## config.mk

```make
export PLATFORM = sky130hd
export DESIGN_NAME = superchip_ps2_rx
export DESIGN_NICKNAME = d
export VERILOG_FILES = /design/src/rtl/superchip_ps2_rx.sv
export SDC_FILE = /design/constraint.sdc
export NUM_CORES = 1
export LEC_CHECK = 0
export ABC_AREA = 1
export CAP_MARGIN = 20
export CORE_MARGIN = 2
export CORE_UTILIZATION = 50
export CTS_BUF_LIST = sky130_fd_sc_hd__clkbuf_8 sky130_fd_sc_hd__clkbuf_16
export DETAILED_ROUTE_END_ITERATION = 7
export PLACE_DENSITY = 0.84
export SLEW_MARGIN = 20
export SYNTH_ARGS = -nofsm -noshare
export SYNTH_HDL_FRONTEND = slang
export SYNTH_SLANG_ARGS = --single-unit
```

## constraint.sdc

```tcl
create_clock -name clk -period 1.5 [get_ports clk]
set_input_delay 0.3 -clock clk [delete_from_list [all_inputs] [get_ports clk]]
set_output_delay 0.3 -clock clk [all_outputs]
set_load 0.005 [all_outputs]
```

## src/rtl/superchip_ps2_rx.sv

```systemverilog
// PS/2 keyboard receiver: synchronizes ps2_clk/ps2_data, deframes 11-bit frames and folds F0/E0 prefixes into flags.
// code_valid and frame_error are registered one-cycle strobes one clk after the stop-bit edge; there is no backpressure.
module superchip_ps2_rx #(
    parameter int TIMEOUT_CYCLES = 4095
) (
    input  logic       clk,
    input  logic       res,
    input  logic       ps2_clk,
    input  logic       ps2_data,
    output logic [7:0] scan_code,
    output logic       code_valid,
    output logic       key_released,
    output logic       key_extended,
    output logic       frame_error,
    output logic       busy
);

    localparam int CNT_W = $clog2(TIMEOUT_CYCLES + 1);

    typedef enum logic [1:0] {
        IDLE   = 2'd0,
        DATA   = 2'd1,
        PARITY = 2'd2,
        STOP   = 2'd3
    } state_t;

    state_t           state_q, state_d;
    logic             clk_s1_q, clk_s2_q, clk_prev_q;
    logic             dat_s1_q, dat_s2_q;
    logic [2:0]       bit_cnt_q, bit_cnt_d;
    logic [7:0]       shift_q, shift_d;
    logic             parity_q, parity_d;
    logic [CNT_W-1:0] tmo_cnt_q, tmo_cnt_d;
    logic             rel_pend_q, rel_pend_d;
    logic             ext_pend_q, ext_pend_d;
    logic [7:0]       scan_code_q, scan_code_d;
    logic             code_valid_q, code_valid_d;
    logic             key_released_q, key_released_d;
    logic             key_extended_q, key_extended_d;
    logic             frame_error_q, frame_error_d;
    logic             fall;

    assign fall = clk_prev_q & ~clk_s2_q;

    always_comb begin
        state_d        = state_q;
        bit_cnt_d      = bit_cnt_q;
        shift_d        = shift_q;
        parity_d       = parity_q;
        tmo_cnt_d      = tmo_cnt_q;
        rel_pend_d     = rel_pend_q;
        ext_pend_d     = ext_pend_q;
        scan_code_d    = scan_code_q;
        key_released_d = key_released_q;
        key_extended_d = key_extended_q;
        code_valid_d   = 1'b0;
        frame_error_d  = 1'b0;

        if (fall || state_q == IDLE) begin
            tmo_cnt_d = '0;
        end else if (tmo_cnt_q != CNT_W'(TIMEOUT_CYCLES)) begin
            tmo_cnt_d = tmo_cnt_q + 1'b1;
        end

        if (fall) begin
            case (state_q)
                IDLE: begin
                    if (!dat_s2_q) begin
                        state_d   = DATA;
                        bit_cnt_d = 3'd0;
                    end
                end
                DATA: begin
                    shift_d   = {dat_s2_q, shift_q[7:1]};
                    bit_cnt_d = bit_cnt_q + 3'd1;
                    if (bit_cnt_q == 3'd7) begin
                        state_d = PARITY;
                    end
                end
                PARITY: begin
                    parity_d = dat_s2_q;
                    state_d  = STOP;
                end
                STOP: begin
                    state_d = IDLE;
                    if (dat_s2_q && (^shift_q ^ parity_q)) begin
                        if (shift_q == 8'hF0) begin
                            rel_pend_d = 1'b1;
                        end else if (shift_q == 8'hE0) begin
                            ext_pend_d = 1'b1;
                        end else begin
                            scan_code_d    = shift_q;
                            key_released_d = rel_pend_q;
                            key_extended_d = ext_pend_q;
                            code_valid_d   = 1'b1;
                            rel_pend_d     = 1'b0;
                            ext_pend_d     = 1'b0;
                        end
                    end else begin
                        frame_error_d = 1'b1;
                        rel_pend_d    = 1'b0;
                        ext_pend_d    = 1'b0;
                    end
                end
                default: state_d = IDLE;
            endcase
        end else if (state_q != IDLE && tmo_cnt_q == CNT_W'(TIMEOUT_CYCLES)) begin
            // A stalled keyboard clock abandons the frame and any prefix seen so far
            state_d       = IDLE;
            frame_error_d = 1'b1;
            rel_pend_d    = 1'b0;
            ext_pend_d    = 1'b0;
        end
    end

    always_ff @(posedge clk or posedge res) begin
        if (res) begin
            state_q        <= IDLE;
            clk_s1_q       <= 1'b1;
            clk_s2_q       <= 1'b1;
            clk_prev_q     <= 1'b1;
            dat_s1_q       <= 1'b1;
            dat_s2_q       <= 1'b1;
            bit_cnt_q      <= 3'd0;
            shift_q        <= 8'h00;
            parity_q       <= 1'b0;
            tmo_cnt_q      <= '0;
            rel_pend_q     <= 1'b0;
            ext_pend_q     <= 1'b0;
            scan_code_q    <= 8'h00;
            code_valid_q   <= 1'b0;
            key_released_q <= 1'b0;
            key_extended_q <= 1'b0;
            frame_error_q  <= 1'b0;
        end else begin
            state_q        <= state_d;
            clk_s1_q       <= ps2_clk;
            clk_s2_q       <= clk_s1_q;
            clk_prev_q     <= clk_s2_q;
            dat_s1_q       <= ps2_data;
            dat_s2_q       <= dat_s1_q;
            bit_cnt_q      <= bit_cnt_d;
            shift_q        <= shift_d;
            parity_q       <= parity_d;
            tmo_cnt_q      <= tmo_cnt_d;
            rel_pend_q     <= rel_pend_d;
            ext_pend_q     <= ext_pend_d;
            scan_code_q    <= scan_code_d;
            code_valid_q   <= code_valid_d;
            key_released_q <= key_released_d;
            key_extended_q <= key_extended_d;
            frame_error_q  <= frame_error_d;
        end
    end

    assign scan_code    = scan_code_q;
    assign code_valid   = code_valid_q;
    assign key_released = key_released_q;
    assign key_extended = key_extended_q;
    assign frame_error  = frame_error_q;
    assign busy         = (state_q != IDLE);

endmodule

```

==> qor.txt, run 1 <==
Setup crit end: scan_code[2]$_DFFE_PP0P_
Root Buffer: clkbuf_8
Clk Latency, worst-skew pair: 300 ps
Area grow syn2layout: 36.04%
Htree depth: 2
Crit Reg-Reg Startpoint: shift_q[6]$_DFFE_PP0P_
Flop-to-flop setup slack: -260 ps
Comb pwr share: 38.1%
Worst slew pin tran: 306.8 ps
First-pass GRT wire length: 8521 um
Register clock-pin slew on the reported worst setup and hold paths: 80 ps
Syn Inst Count: 262
I/O Buffers: 16
Initial DRT Pass Iterations: 4
Final Hold Fails: 0
Synthesized Nets: 279
Post-DP HPWL: 3161 um
Int Pwr: 0.002274 W
Synth top cells by count: 74 x nand2_1, 40 x dfrtp_1, 32 x inv_1
Setup violations, final: 14
Req. time, crit path: 1740 ps
Detailed-route DRC error count: 0
Total gr overflow: 0
Die Span Y: 71.28 um
FF+latch count, synth: 45
Wirelength per Cell: 14.89 um
Worst Path Class, Setup: reg2reg
Failing checks: setup timing
Hold WC Path Type: in2async
Max Clock Freq: 566.8 MHz
Synthesized area per cell: 8.639 um2
Critical path startpoint category: flip-flop
Pre-CTS setup slack: -153.1 ps
Core area: 4354 um2
Fin. max-slew vios: 0
CTS tree: built
Routed WL: 5450 um
LEAKAGE: 1.577 nW
Layout Nets: 330
DIE WIDTH: 71.28 um
Sw Share: 35.12%
Seq pwr share: 40.2%
Sequential element share of the synthesized area: 50.03%
R2R depth: 12
EDFF count, synth: 0
GPL Wtd Cong: 0.8672
Final WS setup: -264.2 ps
Starting Density: 51.98%
Synth top area cells: dfrtp_1 44%, nand2_1 12%, ha_1 7.2%
CTS Buffer Depth: 2
Utilization after layout: 70.72%
Final period util: 117.6%
Total CTS buffers: 5
Sink Count: 45
Die area: 5081 um2
Switch Pwr: 0.001231 W
Total I/O pin count: 17
Routed Antenna Nets: 0
Worst R2R End: scan_code[2]$_DFFE_PP0P_
Min Clock Period, post-route: 1764 ps
Overall Global Routing Usage: 21.11%
Clock network fraction of design power: 21.7%
Rows: 24
Netlist cell types: 32
DR iter-0 viols: 147
Ys async rst share: 100.0%
Initial antenna violation count: 0
Pwr Density: 1138 nW/um2
Largest net degree at the start of global routing: 46
Cell taking the most area after synthesis: dfrtp_1
# hold bufs at CTS: 0
Diode count: 0
Worst Skew: 5.180 ps
Status: finished, violations left
Critical path fanouts, max: 8
Count leader, synth: nand2_1
Top cell type's share of synthesized area: 44.22%
DR vias: 2011
Critical path capture point type: flip-flop
Synth Flop Type: dfrtp_1
Syn. warnings: 0
Crit. Startpoint: shift_q[6]$_DFFE_PP0P_
Vias in the first global route: 1912
CP arrival: 2000 ps
Vias/cell: 5.495
Worst slew margin: 79.36%
Share of layout cells above drive strength 1: 34.71%
RSZ-0062 raised after global routing: true
Mapped cell area: 2263 um2
Max_cap viols: 0
Peak supply drop: 0.0007291 V
state kept, by name, summed over array words and instances (netlist names), 2 cells and up:
| signal | cells |
|---|---|
| bit_cnt_q | 3 |
| scan_code | 8 |
| shift_q | 8 |
| state_q | 2 |
| tmo_cnt_q | 12 |
cells by family after synthesis:
family / Yosys count / synth area share [%]
and+or+nand+nor: 136 / 27.36
DFF: 45 / 50.03
buffers and inverters: 39 / 7.407
AOI/OAI and AO/OA: 27 / 7.242
adders and majority gates: 13 / 7.186
xor gates and xnor gates: 2 / 0.7740
worst min-delay path by stage:
stage                  startpoint                  endpoint  slack, ps  depth (start not counted)
6_report                      res  tmo_cnt_q[0]$_DFFE_PP0P_        340                          3
3_5_place_dp   dat_s1_q$_DFF_PP1_        dat_s2_q$_DFF_PP1_        350                          0
3_3_place_gp   dat_s1_q$_DFF_PP1_        dat_s2_q$_DFF_PP1_        350                          0
5_1_grt                       res  tmo_cnt_q[8]$_DFFE_PP0P_        370                          3
2_1_floorplan             ps2_clk        clk_s1_q$_DFF_PP1_        300                          0
4_1_cts                       res  tmo_cnt_q[8]$_DFFE_PP0P_        360                          3
per-stage QoR:
step | cell area, um2 | cells | power (W) | hold slack (ps) | TNS, ps
floorplan | 2266 | 262 | 0.001968 | 304.5 | -914.5
global placement | 2663 | 351 | 0.002354 | 345.4 | -784.6
detailed placement | 2663 | 351 | 0.002402 | 348.8 | -1927
CTS | 2895 | 363 | 0.003274 | 360.0 | -1482
global route | 3079 | 366 | 0.003690 | 366.4 | -4997
finish | 3079 | 366 | 0.003506 | 339.8 | -3264
layout by cell type (no fill, tap or decap), types with 5 or more instances in the layout:
cell,synthesis,routed
buf_4,1,25
buf_6,2,6
clkbuf_8,0,6
clkdlybuf4s50_1,0,10
dfrtp_1,40,40
dfstp_2,5,5
dlymetal6s2s_1,0,5
ha_1,13,10
inv_1,32,24
inv_2,1,7
nand2_1,74,63
nand2_2,3,11
nand2_4,0,5
nand3_1,28,19
nand3_2,3,8
nor2_1,11,5
nor2_4,1,6
o21ai_0,16,10
o21ai_1,2,6
critical path, cell delays in order, from the launching register on:
cell and delay, ps:
dfrtp_1 400, ha_1 310, inv_1 40, nand2_1 90, nand2_1 80, nand2_2 80
nand3_1 100, nand2_2 130, nand3_4 100, inv_6 100, buf_6 140, nand3_1 70
nand2_1 60
what timing repair did:
action                                 in CTS  in global routing
setup endpoints to repair                  23                 38
gates cloned                                2                  0
pin swaps                                  13                 22
setup buffers                               2                  3
resized for setup                          28                 55
endpoints found under the hold margin       0                  0
area by class of cell:
class                   count  area [um2]
flip-flops and latches     45        1132
clock inverters             2       7.507
well taps                  52       65.06
multi-input cells         180        1215
inverters                  33       133.9
fillers                   290        1275
repair buffers             48       442.9
clock buffers               6       82.58
power groups by stage:
| stage | clock (W) | combinational [W] | sequential (W) |
|---|---|---|---|
| CTS | 0.000770 | 0.00110 | 0.00140 |
| global placement | 0 | 0.000931 | 0.00142 |
| floorplan | 0 | 0.000531 | 0.00144 |
| finish | 0.000760 | 0.00134 | 0.00141 |
| detailed placement | 0 | 0.000974 | 0.00143 |
| global route | 0.000829 | 0.00143 | 0.00143 |
metal layers:
metal	share of wire (%)	global-route usage, %	routed length (um)
met2	52	34.47	2826
met1	42	28.16	2280
met5	0	0	0
met3	5.1	5.204	279
met4	1.2	6.080	63
Power figures use the tool's default switching activity.
==> run 2: changes to the inputs <==
- HOLD_SLACK_MARGIN: unset -> 0.02
==> results of run 2 <==
Same layout as run 1: the final DEF is identical, and so are final timing and power.
==> run 3: changes to the inputs <==
- CTS_CLUSTER_DIAMETER: unset -> 100
- PLACE_DENSITY: 0.84 -> 0.81
- clock period: 1.5 -> 1.9 ns (I/O delays scaled with it)
==> qor.txt, run 3 (synthesis gave the netlist of run 1 again) <==
Commonest non-fill, non-tap cell in the layout: nand2_1
Total gr overflow: 0
Hold slack: 357.3 ps
Overall Global Routing Usage: 17.72%
CP arrival: 1970 ps
Htree depth: 2
CTS Buffer Depth: 2
Peak supply drop: 0.0006531 V
Largest net degree at the start of global routing: 21
DR iter-0 viols: 128
Worst slew pin tran: 585.1 ps
Max_cap viols: 0
Sink Count: 45
Diode count: 0
Worst Skew: 7.112 ps
Vias/cell: 5.118
Routed WL: 4159 um
Critical path capture point type: flip-flop
Multi-input logic area: 987.2 um2
I/O Buffers: 16
DR vias: 1781
Placed cells: 332
Layout Nets: 312
Utilization after layout: 63.13%
Total I/O pin count: 17
Core area: 4354 um2
Total CTS buffers: 5
Worst slew margin: 60.75%
Critical path fanouts, max: 5
Clk Latency, worst-skew pair: 290 ps
Vias in the first global route: 1712
Worst Path Class, Setup: reg2reg
Wirelength per Cell: 11.95 um
Largest register FFs: 12
Final WS setup: 161.7 ps
Largest register by flop count: tmo_cnt_q
Setup TNS: 0 ps
LEAKAGE: 1.377 nW
Req. time, crit path: 2130 ps
Critical path startpoint category: flip-flop
Final period util: 91.49%
Detailed-route DRC error count: 0
Register clock-pin slew on the reported worst setup and hold paths: 90 ps
Final Hold Fails: 0
Status: finished, final reports clean
Rows: 24
FILL cells: 358
GPL Wtd Cong: 0.8404
First-pass GRT wire length: 7348 um
Min Clock Period, post-route: 1738 ps
Setup violations, final: 0
DIE WIDTH: 71.28 um
Hold WC Path Type: reg2reg
Initial DRT Pass Iterations: 4
Pre-CTS setup slack: 46.54 ps
Die area: 5081 um2
Non-Filler Instances: 348
Most frequent cells in the layout: 73 x nand2_1, 40 x dfrtp_1, 28 x inv_1, 28 x nand3_1, 16 x o21ai_0
Share of layout cells above drive strength 1: 18.24%
# hold bufs at CTS: 0
CTS tree: built
Fin. max-slew vios: 0
Max Clock Freq: 575.3 MHz
Pwr Density: 972.4 nW/um2
Initial antenna violation count: 0
Register Area: 1132 um2
Starting Density: 51.98%
Routed Antenna Nets: 0
Die Span Y: 71.28 um
Area grow syn2layout: 21.45%
Root Buffer: clkbuf_8
Post-DP HPWL: 2979 um
==> run 3: what timing repair did <==
action	4_1_cts	5_1_grt
setup endpoints to repair	1	12
buffers inserted	3	3
endpoints found under the hold margin	0	0
pin swaps	0	1
cloned	0	2
resized for setup	2	9
==> run 3: cell type report <==
type | instances | share of cell area [%]
flip-flops and latches | 45 | 41.19
multi-input cells | 179 | 35.91
repair buffers | 31 | 11.06
inverters | 33 | 4.597
clock buffers | 5 | 2.503
clock inverters | 3 | 2.367
well taps | 52 | 2.367
==> run 3: worst max-delay path, cell delays in order, from the launching register on <==
cell and delay [ps]:
dfrtp_1 390, inv_1 70, ha_1 300, xnor2_1 210, nand3_1 130, nand2_2 110
nand3_4 90, inv_4 100, buf_4 140, nand3_1 70, nand2_1 70
==> run 3: final timing paths <==
| path | startpoint | end | slack, ps | cells after the start |
|---|---|---|---|---|
| max | shift_q[1]$_DFFE_PP0P_ | scan_code[2]$_DFFE_PP0P_ | 160 | 10 |
| min | dat_s1_q$_DFF_PP1_ | dat_s2_q$_DFF_PP1_ | 360 | 0 |
| max reg2reg | shift_q[1]$_DFFE_PP0P_ | scan_code[2]$_DFFE_PP0P_ | 160 | 10 |
| min reg2reg | dat_s1_q$_DFF_PP1_ | dat_s2_q$_DFF_PP1_ | 360 | 0 |
| max in group asynchronous | res | clk_prev_q$_DFF_PP1_ | 1010 | 3 |
| min in group asynchronous | res | tmo_cnt_q[1]$_DFFE_PP0P_ | 390 | 2 |
==> run 3: where the power goes <==
group / switching, W / internal, W / leakage [nW]
sequential: 0.0000742 / 0.00105 / 0.604
clock: 0.000314 / 0.000522 / 0.0681
combinational: 0.000405 / 0.000304 / 0.704
==> run 3: metal layers <==
metal	track usage [%]	routed length, um	vias to the layer above
met5	0	0	-
met4	5.031	38	0
met3	3.094	100	5
met1	24.26	1969	847
li1	-	-	906
met2	29.22	2051	23
==> run 3: stage by stage <==
stage | total power, W | instance area, um2
after global placement | 0.001693 | 2530
after CTS | 0.002595 | 2689
after floorplan | 0.001553 | 2263
final | 0.002673 | 2749
after detailed placement | 0.001723 | 2530
after global routing | 0.002828 | 2749
